**config.mk**
```make
export PLATFORM = sky130hd
export DESIGN_NAME = inv_round_key_gen_flat
export DESIGN_NICKNAME = d
export VERILOG_FILES = /design/src/rtl/aes_dec_pkg.sv /design/src/rtl/inv_round_key_gen_if.sv /design/src/rtl/aes_sbox.sv /design/src/rtl/aes_sub_word.sv /design/src/rtl/inv_round_key_gen.sv /design/src/flat_wrapper.sv
export SDC_FILE = /design/constraint.sdc
export NUM_CORES = 2
export LEC_CHECK = 0
export BUFFER_PORTS_ARGS = -buffer_cell sky130_fd_sc_hd__buf_2
export CAP_MARGIN = 20
export CORE_ASPECT_RATIO = 0.6
export CORE_UTILIZATION = 40
export CTS_CLUSTER_DIAMETER = 50
export CTS_CLUSTER_SIZE = 20
export DETAILED_ROUTE_END_ITERATION = 16
export PLACE_DENSITY = 0.55
export SYNTH_ARGS = -nofsm -noshare
export SYNTH_HDL_FRONTEND = slang
export SYNTH_SLANG_ARGS = --single-unit
```
**constraint.sdc**
```tcl
create_clock -name clk -period 47 [get_ports clk]
set_clock_uncertainty 0.2 [all_clocks]
set_input_delay 4.7 -clock clk [delete_from_list [all_inputs] [get_ports clk]]
set_output_delay 4.7 -clock clk [all_outputs]
set_load 0.05 [all_outputs]
```
**src/rtl/aes_dec_pkg.sv**
```systemverilog
// Shared types, constants and GF(2^8) helpers for the AES decrypt key path.
// Holds the key/word typedefs, FSM state enum, NR, RCON_LAST, xtime, rcon_inv, gf_mul, rot_word.
package aes_dec_pkg;

   typedef logic [31:0]  word_t;
   typedef logic [127:0] key_t;

   typedef enum logic [1:0] {
      IDLE,
      EXPAND,
      SERVE
   } state_t;

   localparam int unsigned NR        = 10;
   localparam logic [7:0]  RCON_LAST = 8'h36;

   function automatic logic [7:0] xtime(input logic [7:0] a);
      return {a[6:0], 1'b0} ^ (a[7] ? 8'h1b : 8'h00);
   endfunction

   // Walks rcon backwards; 0x1b is the only step whose predecessor overflowed.
   function automatic logic [7:0] rcon_inv(input logic [7:0] r);
      return (r == 8'h1b) ? 8'h80 : {1'b0, r[7:1]};
   endfunction

   function automatic logic [7:0] gf_mul(input logic [7:0] a,
                                         input logic [7:0] b);
      logic [7:0] p;
      logic [7:0] x;
      p = 8'h00;
      x = a;
      for (int i = 0; i < 8; i++) begin
         if (b[i]) p = p ^ x;
         x = xtime(x);
      end
      return p;
   endfunction

   function automatic word_t rot_word(input word_t w);
      return {w[23:0], w[31:24]};
   endfunction

endpackage

```
**src/rtl/inv_round_key_gen_if.sv**
```systemverilog
// Bus between the decrypt key generator and its driver / AddRoundKey consumer.
// master drives key_load/key_in/rk_req; slave drives busy/rk_valid/rk_out/rk_idx/rk_last.
interface inv_round_key_gen_if;
   import aes_dec_pkg::*;

   logic       key_load;
   key_t       key_in;
   logic       rk_req;
   logic       busy;
   logic       rk_valid;
   key_t       rk_out;
   logic [3:0] rk_idx;
   logic       rk_last;

   modport master (
      output key_load, key_in, rk_req,
      input  busy, rk_valid, rk_out, rk_idx, rk_last
   );

   modport slave (
      input  key_load, key_in, rk_req,
      output busy, rk_valid, rk_out, rk_idx, rk_last
   );

endinterface

```
**src/rtl/aes_sbox.sv**
```systemverilog
// Forward AES S-box, computed as GF(2^8) inverse (x^254) followed by the affine map.
// Ports: a_i byte in, s_o substituted byte out.
module aes_sbox
   import aes_dec_pkg::*;
(
   input  logic [7:0] a_i,
   output logic [7:0] s_o
);

   logic [7:0] inv;
   logic [7:0] sq;

   always_comb begin
      // x^(2+4+...+128) = x^254 = x^-1, with 0 mapping to 0
      inv = 8'h01;
      sq  = a_i;
      for (int i = 0; i < 7; i++) begin
         sq  = gf_mul(sq, sq);
         inv = gf_mul(inv, sq);
      end
      s_o = inv
          ^ {inv[6:0], inv[7]}
          ^ {inv[5:0], inv[7:6]}
          ^ {inv[4:0], inv[7:5]}
          ^ {inv[3:0], inv[7:4]}
          ^ 8'h63;
   end

endmodule

```
**src/rtl/aes_sub_word.sv**
```systemverilog
// 32-bit SubWord built from four forward S-box instances.
// Ports: w_i word in, w_o byte-wise substituted word out.
module aes_sub_word
   import aes_dec_pkg::*;
(
   input  word_t w_i,
   output word_t w_o
);

   for (genvar g = 0; g < 4; g++) begin : g_sbox
      aes_sbox u_sbox (
         .a_i (w_i[8*g +: 8]),
         .s_o (w_o[8*g +: 8])
      );
   end

endmodule

```
**src/rtl/inv_round_key_gen.sv**
```systemverilog
// AES-128 decrypt round-key generator: expands forward to round 10, then walks back on request.
// Ports: clk, rst (sync, active-high), bus (slave: key_load/key_in/rk_req in, busy/rk_* out).
module inv_round_key_gen
   import aes_dec_pkg::*;
(
   input logic               clk,
   input logic               rst,
   inv_round_key_gen_if.slave bus
);

   state_t     state_q, state_d;
   key_t       cur_key_q, cur_key_d;
   key_t       saved_q, saved_d;
   logic [7:0] rcon_q, rcon_d;
   logic [3:0] cnt_q, cnt_d;
   logic [3:0] idx_q, idx_d;

   word_t w0, w1, w2, w3;
   word_t sw_in, sw_out;
   word_t n0, n1, n2, n3;
   word_t p0, p1, p2, p3;
   key_t  fwd_key, inv_key;

   assign w0 = cur_key_q[127:96];
   assign w1 = cur_key_q[95:64];
   assign w2 = cur_key_q[63:32];
   assign w3 = cur_key_q[31:0];

   // One SubWord serves both directions; SERVE needs the
   // recovered previous w3 (w3^w2), EXPAND needs w3 itself.
   assign p3 = w3 ^ w2;
   assign sw_in = (state_q == SERVE) ? rot_word(p3)
                                     : rot_word(w3);

   aes_sub_word u_sub_word (
      .w_i (sw_in),
      .w_o (sw_out)
   );

   assign n0 = w0 ^ sw_out ^ {rcon_q, 24'h0};
   assign n1 = w1 ^ n0;
   assign n2 = w2 ^ n1;
   assign n3 = w3 ^ n2;
   assign fwd_key = {n0, n1, n2, n3};

   assign p2 = w2 ^ w1;
   assign p1 = w1 ^ w0;
   assign p0 = w0 ^ sw_out ^ {rcon_q, 24'h0};
   assign inv_key = {p0, p1, p2, p3};

   always_comb begin
      state_d   = state_q;
      cur_key_d = cur_key_q;
      saved_d   = saved_q;
      rcon_d    = rcon_q;
      cnt_d     = cnt_q;
      idx_d     = idx_q;
      if (bus.key_load) begin
         cur_key_d = bus.key_in;
         rcon_d    = 8'h01;
         cnt_d     = 4'd0;
         state_d   = EXPAND;
      end else begin
         unique case (state_q)
            IDLE: ;
            EXPAND: begin
               cur_key_d = fwd_key;
               rcon_d    = xtime(rcon_q);
               cnt_d     = cnt_q + 4'd1;
               if (cnt_q == 4'(NR - 1)) begin
                  state_d = SERVE;
                  saved_d = fwd_key;
                  rcon_d  = RCON_LAST;
                  idx_d   = 4'(NR);
               end
            end
            SERVE: begin
               if (bus.rk_req) begin
                  if (idx_q != 4'd0) begin
                     cur_key_d = inv_key;
                     idx_d     = idx_q - 4'd1;
                     rcon_d    = rcon_inv(rcon_q);
                  end else begin
                     cur_key_d = saved_q;
                     idx_d     = 4'(NR);
                     rcon_d    = RCON_LAST;
                  end
               end
            end
            default: state_d = IDLE;
         endcase
      end
   end

   always_ff @(posedge clk) begin
      if (rst) begin
         state_q   <= IDLE;
         cur_key_q <= '0;
         saved_q   <= '0;
         rcon_q    <= 8'h00;
         cnt_q     <= 4'd0;
         idx_q     <= 4'd0;
      end else begin
         state_q   <= state_d;
         cur_key_q <= cur_key_d;
         saved_q   <= saved_d;
         rcon_q    <= rcon_d;
         cnt_q     <= cnt_d;
         idx_q     <= idx_d;
      end
   end

   assign bus.busy     = (state_q == EXPAND);
   assign bus.rk_valid = (state_q == SERVE);
   assign bus.rk_out   = bus.rk_valid ? cur_key_q : '0;
   assign bus.rk_idx   = bus.rk_valid ? idx_q : 4'd0;
   assign bus.rk_last  = bus.rk_valid && (idx_q == 4'd0);

endmodule
```
**src/flat_wrapper.sv**
```systemverilog
// flat-port wrapper written by rule: the top's interface ports become plain ports
module inv_round_key_gen_flat import aes_dec_pkg::*;
  (clk, rst, bus_key_load, bus_key_in, bus_rk_req, bus_busy, bus_rk_valid, bus_rk_out, bus_rk_idx, bus_rk_last);
  inv_round_key_gen_if bus_i ();
  input logic clk;
  input logic rst;
  input wire logic [$bits(bus_i.key_load)-1:0] bus_key_load;
  input wire logic [$bits(bus_i.key_in)-1:0] bus_key_in;
  input wire logic [$bits(bus_i.rk_req)-1:0] bus_rk_req;
  output wire logic [$bits(bus_i.busy)-1:0] bus_busy;
  output wire logic [$bits(bus_i.rk_valid)-1:0] bus_rk_valid;
  output wire logic [$bits(bus_i.rk_out)-1:0] bus_rk_out;
  output wire logic [$bits(bus_i.rk_idx)-1:0] bus_rk_idx;
  output wire logic [$bits(bus_i.rk_last)-1:0] bus_rk_last;
  assign bus_i.key_load = bus_key_load;
  assign bus_i.key_in = bus_key_in;
  assign bus_i.rk_req = bus_rk_req;
  assign bus_busy = bus_i.busy;
  assign bus_rk_valid = bus_i.rk_valid;
  assign bus_rk_out = bus_i.rk_out;
  assign bus_rk_idx = bus_i.rk_idx;
  assign bus_rk_last = bus_i.rk_last;
  inv_round_key_gen u_core (.clk(clk), .rst(rst), .bus(bus_i));
endmodule
```
### Yosys cells after proc, flatten, opt, wreduce, memory -nomap -nowiden

Index checks and enable logic that the tools add are counted.

* logic and storage cells: 1653
* bits in registers: 274
* output and inout bits: 135
* input bits: 132

* add/subtract/negate cells: 2
* reductions and logical operators: 14
* bitwise operators: 787
* muxes and demuxes: 833
* equality and inequality tests: 9

Operators by type and width (number)
* XOR 8 bit: 745
* two-way mux 8 bit: 424
* two-way mux 5 bit: 369
* two-way mux 128 bit: 4
* one-hot mux 128 bit (2 select lines): 1
* XOR 32 bit: 8
* two-way mux 32 bit: 1
* two-way mux 4 bit: 8
* two-way mux 7 bit: 4
* inverter 1 bit (first input constant): 28
* two-way mux 6 bit: 4
* inverter 4 bit: 4
* one-hot mux 8 bit (2 select lines): 1
* two-way mux 3 bit: 4
* two-way mux 2 bit: 5
* equality test 8 x 5 -> 1 bit (second input constant): 1
* one-hot mux 4 bit (2 select lines): 1
* AND reduction 2 bit: 4
* two-way mux 1 bit: 6
* adder 4 x 1 -> 4 bit (second input constant): 1
* equality test 4 bit (second input constant): 1
* zero test 4 bit: 1
* != test 2 x 1 -> 1 bit (second input constant): 2
* one-hot mux 2 bit (2 select lines): 1
* other kinds (15): 17

### Longest topological paths before layout

* word-level depth: 141
* mapped depth: 75
* gate-level depth less buffers: 60

### By module

From an unflattened synthesis, not the netlist that was laid out.

* cells, all modules: 9921
* area total of the unflattened synthesis: 77727.0 µm²

By module, submodules not included
* aes_sbox: instances 4, cells each 1942, sequential area each 0.0 µm², area each 15220.8 µm²
* inv_round_key_gen: instances 1, cells each 2153, sequential area each 5485.3 µm², area each 16843.7 µm²

### Worst setup path after synthesis

No wires, ideal clock.

* path kind: reg2reg
* start point: reg u_core.state_q[0]
* end point: reg u_core.cur_key_q[31]
* cell stages (with the launch flop): 72
* clock period less this slack: 17.985 ns
* path buffers: 14
* arrival time: 17.650 ns
* setup time: 0.135 ns
* slack: 29.015 ns
* cells stage by stage: dfxtp_1 -> inv_1 -> ha_1 -> buf_6 -> buf_12 -> a21bo_1 -> and2_1 -> buf_2 -> inv_2 -> buf_4 -> ha_1 -> buf_2 -> xor2_1 -> buf_1 -> o311ai_1 -> xnor2_2 -> xor2_2 -> inv_2 -> (+36 left out) -> nor3_1 -> a2111oi_0 -> a22oi_1 -> or4_1 -> clkbuf_1 -> nor2_1 -> xnor3_2 -> xnor3_2 -> xor2_1 -> or3b_1 -> o21ai_1 -> xnor3_1 -> xnor3_1 -> xor3_2 -> xnor3_2 -> xnor3_1 -> nand2_1 -> a31oi_1

* longest elaborated chain between the ends: 137

Ends and longest elaborated chain
* start, declared: line inv_round_key_gen.sv:11 `state_t state_q, state_d;`
* start signal, assigned: line inv_round_key_gen.sv:104 `state_q <= state_d;`
* equality test 2 bit *
* via bus_rk_valid: line flat_wrapper.sv:11 `output wire logic [$bits(bus_i.rk_valid)-1:0] bus_rk_valid;`
* two-way mux 32 bit: line inv_round_key_gen.sv:32 `assign sw_in = (state_q == SERVE) ? rot_word(p3)`
* two-way mux 5 bit: line aes_dec_pkg.sv:18 `return {a[6:0], 1'b0} ^ (a[7] ? 8'h1b : 8'h00);`
* XOR 8 bit: line aes_dec_pkg.sv:18
* XOR 8 bit: line aes_dec_pkg.sv:33 `if (b[i]) p = p ^ x;`
* two-way mux 8 bit: line aes_dec_pkg.sv:33
* XOR 8 bit: line aes_dec_pkg.sv:33
* (+121 left out)
* XOR 8 bit: line aes_sbox.sv:24 `^ {inv[4:0], inv[7:5]}`
* XOR 8 bit: line aes_sbox.sv:25 `^ {inv[3:0], inv[7:4]}`
* XOR 32 bit (2 in a row): line inv_round_key_gen.sv:40 `assign n0 = w0 ^ sw_out ^ {rcon_q, 24'h0};`
* XOR 32 bit: line inv_round_key_gen.sv:41 `assign n1 = w1 ^ n0;`
* XOR 32 bit: line inv_round_key_gen.sv:42 `assign n2 = w2 ^ n1;`
* XOR 32 bit: line inv_round_key_gen.sv:43 `assign n3 = w3 ^ n2;`
* one-hot mux 128 bit (2 select lines): line inv_round_key_gen.sv:64 `unique case (state_q)`
* two-way mux 128 bit: line inv_round_key_gen.sv:58 `if (bus.key_load) begin`
* end signal, assigned: line inv_round_key_gen.sv:105 `cur_key_q <= cur_key_d;`
* end, declared: line inv_round_key_gen.sv:12 `key_t cur_key_q, cur_key_d;`

Mark *: on every way through the listed nets, which the timed path passes. The rest lies on a longest branch.
A chain may end at the register's enable or synchronous reset.

### Worst setup path after layout

* start point: reg u_core.state_q[0]
* end point: reg u_core.cur_key_q[30]

* longest elaborated chain between the ends: 138

Ends and longest elaborated chain (line)
* equality test 2 bit: inv_round_key_gen.sv:32, inv_round_key_gen.sv:64
* two-way mux 32 bit: inv_round_key_gen.sv:32
* two-way mux 5 bit: aes_dec_pkg.sv:18
* XOR 8 bit: aes_dec_pkg.sv:18
* XOR 8 bit: aes_dec_pkg.sv:33
* two-way mux 8 bit: aes_dec_pkg.sv:33
* XOR 8 bit: aes_dec_pkg.sv:33
* two-way mux 8 bit: aes_dec_pkg.sv:33
* (+121 left out)
* XOR 8 bit: aes_sbox.sv:25
* inverter 4 bit (no source line)
* XOR 32 bit (2 in a row): inv_round_key_gen.sv:40
* XOR 32 bit: inv_round_key_gen.sv:41
* XOR 32 bit: inv_round_key_gen.sv:42
* XOR 32 bit: inv_round_key_gen.sv:43
* one-hot mux 128 bit (2 select lines): inv_round_key_gen.sv:64
* two-way mux 128 bit: inv_round_key_gen.sv:58

Parallel ways exist; a longest one is shown, timed or not.

==> reports/qor.csv <==
stage;metric;value;unit
setup_path;Crit-path slowest cell;nor4_2;
timing;Setup TNS;0;ps
setup_path;cell family with the largest share of critical-path delay;XOR/XNOR gates;
timing;Worst Tran Pin Value;1210;ps
clock_network;H-tree levels;2;
synth;Avg Inst Size Synth;7.64;um2
layout;area of the multi-input gates;0.0683;mm2
detailed_routing;WL/cell;23.1;um
synth;Cell variety after synth;159;
setup_path;CP Buf/Inv Count;8;
clock_network;CTS tree;done;
detailed_routing;number of routed nets with antenna violations;0;
job;MaxCap Viol Count;0;
timing;RSZ-0062 raised after global routing;false;
detailed_routing;Vias/cell;5.93;
timing;Final Setup Violations;0;
synth;count leader, synth;xnor2_1;
min_path;Hold Path Class;reg -> reg;
clock_network;clock root cell;clkbuf_16;
setup_path;crit path kind;reg -> reg;
timing;slew margin rel.;19.0;%
layout;final net count;10221;
clock_network;Worst-Skew Late Latency;610;ps
synth;leading area contributor after synthesis;xnor2_1;
detailed_routing;drt pass-1 iters;8;
global_routing;first-pass GRT wire length;441;mm
synth;Syn. warnings;0;
clock_network;post-CTS sizing;0;
layout;Final Util;42.8;%
layout;Filler cells;19751;
placed_design;Routability Congestion;0.958;
synth;Mapped Area;0.0780;mm2
setup_path;Worst Setup End Kind;flop;
synth;number of synthesized flops with an enable pin;0;
clock_network;Num CTS Buffers;45;
layout;share of cells above drive strength 1;11.4;%
detailed_routing;DRC Markers;0;
layout;Area growth, synth to finish;6.11;%
detailed_routing;via count;75344;
timing;final hold violations;0;
global_routing;Tot GR Track Use;28.5;%
layout;register area;0.00549;mm2
global_routing;largest net degree at the start of global routing;133;
floorplan;Die Height;344;um
setup_path;Critical Path AT;22560;ps
setup_path;CP Max Fanout;62;
clock_network;clk buf depth;3;
detailed_routing;WL final;293;mm
setup_path;Crit path required time;47220;ps
global_routing;gr ovfl total;0;
floorplan;die area;0.197;mm2
timing;Final period util;47.5;%
floorplan;Die X;572;um
timing;Max Slew Vio Count;0;
synth;sequential element share of the synthesized area;7.03;%
setup_path;startpoint type of the worst setup path;flop;
synth;Main synth FF type;dfxtp_1;
floorplan;Core Footprint;0.194;mm2
clock_network;CTS clk-pin slew, worst paths;60;ps
synth;largest cells by area after synthesis;xnor2_1, xnor3_1, dfxtp_1, nor2_1, nand2_1;
floorplan;Core Rows;125;
setup_path;max incr delay on CP;1000;ps
placed_design;port buffer count;266;
setup_path;Most common cell on crit path;xor2_1;
floorplan;IO Pins;267;
clock_network;clock sink count;274;
global_routing;number of global-route vias before repair;68513;
clock_network;number of setup buffers added after CTS;0;
synth;Synth top area share;18.0;%
global_routing;initial antenna violation count;24;
synth;synthesized flop and latch total;274;
status;outcome;complete, no violations;
synth;ys async rst share;0;%
synth;Net Count, Synth;10376;
synth;commonest cells in the netlist;xnor2_1, nor2_1, nand2_1;
clock_network;CTS Hold Bufs;0;
floorplan;Initial Util;40.3;%
timing;fin crit period;22340;ps
synth;Post-Syn Instances;10218;
placed_design;Post-DP HPWL;219;mm
timing;fmax;44.8;MHz
detailed_routing;initial drt markers;9795;
[cell usage in the layout, fill, tap and decap left out, types with 30 or more instances in the layout]
cell / instances
a22oi_1: 64
xnor2_2: 125
buf_2: 264
inv_1: 113
nand2_1: 1197
dfxtp_1: 274
a211oi_1: 101
clkbuf_16: 45
xor3_1: 52
a31oi_1: 83
a221oi_1: 52
nor4_1: 39
mux2i_1: 254
o21ai_1: 77
o31ai_1: 33
xnor3_2: 61
nor2b_1: 52
and3_1: 40
a21oi_1: 684
o21a_1: 45
xnor2_4: 30
a21o_1: 34
o22ai_1: 128
mux2_2: 48
buf_4: 299
o21ai_0: 488
nor2_1: 1366
nand3_1: 178
or3_1: 45
nor3_1: 216
o221ai_1: 46
xnor2_1: 1577
nand2b_1: 93
xor2_2: 41
xor2_1: 469
and2_1: 151
o211ai_1: 86
a32oi_1: 50
xnor3_1: 389
[stage by stage]
step / std cells / instance area [um2] / setup WS, ps / hold WS (ps)
5_1_grt: 12702 / 82800 / 23350 / 262
6_report: 12705 / 82800 / 24660 / 247
3_3_place_gp: 12610 / 81200 / 25730 / 234
3_5_place_dp: 12611 / 81200 / 25260 / 240
2_1_floorplan: 10218 / 78000 / 29010 / 226
4_1_cts: 12692 / 82700 / 25150 / 248
[tightest hold or removal path, delay by kind of cell (launching register included)]
family             cells  cell delay (ps)
and+or+nand+nor        1               50
DFF                    1              300
AOI/OAI and AO/OA      1               50
[cell type report]
| type | count | share of cell area [%] |
|---|---|---|
| diodes | 5 | 0.0151 |
| clock buffers | 51 | 1.40 |
| clock inverters | 30 | 0.393 |
| inverters | 141 | 0.662 |
| multi-input cells | 9032 | 82.6 |
| flip-flops and latches | 274 | 6.63 |
| well taps | 2603 | 3.93 |
| repair buffers | 569 | 4.42 |
[sequential cells by signal, indices dropped and copies added, names as in the netlist]
register,cells
u_core.cnt_q,4
u_core.cur_key_q,128
u_core.idx_q,4
u_core.rcon_q,8
u_core.saved_q,128
u_core.state_q,2
[kinds of logic after synthesis]
kind of cell / share of synthesized area, %
buffers and inverters: 5.84
flip-flops: 7.03
multiplexers: 4.21
AO/OA/AOI/OAI: 18.9
XOR/XNOR: 43.2
adder cells (fa/ha/maj): 0.443
AND/OR/NAND/NOR: 20.4
[final timing paths]
| check | startpoint | end | slack, ps | cells after the start |
|---|---|---|---|---|
| min reg2reg | u_core.saved_q[14] | u_core.saved_q[14] | 250 | 2 |
| max | u_core.state_q[0] | u_core.cur_key_q[30] | 24660 | 63 |
| min | u_core.saved_q[14] | u_core.saved_q[14] | 250 | 2 |
| max reg2reg | u_core.state_q[0] | u_core.cur_key_q[30] | 24660 | 63 |
[layer usage]
metal	vias up	GRT usage (%)	share of wire, %
li1	34965	-	-
met2	3545	40.9	41
met3	312	3.08	9.0
met5	-	0	0.019
met4	8	7.43	2.8
met1	36514	44.5	47
Power is left out: the tool's default activity adds up to more than one toggle a clock period on the data nets, which glitch-free logic cannot reach.
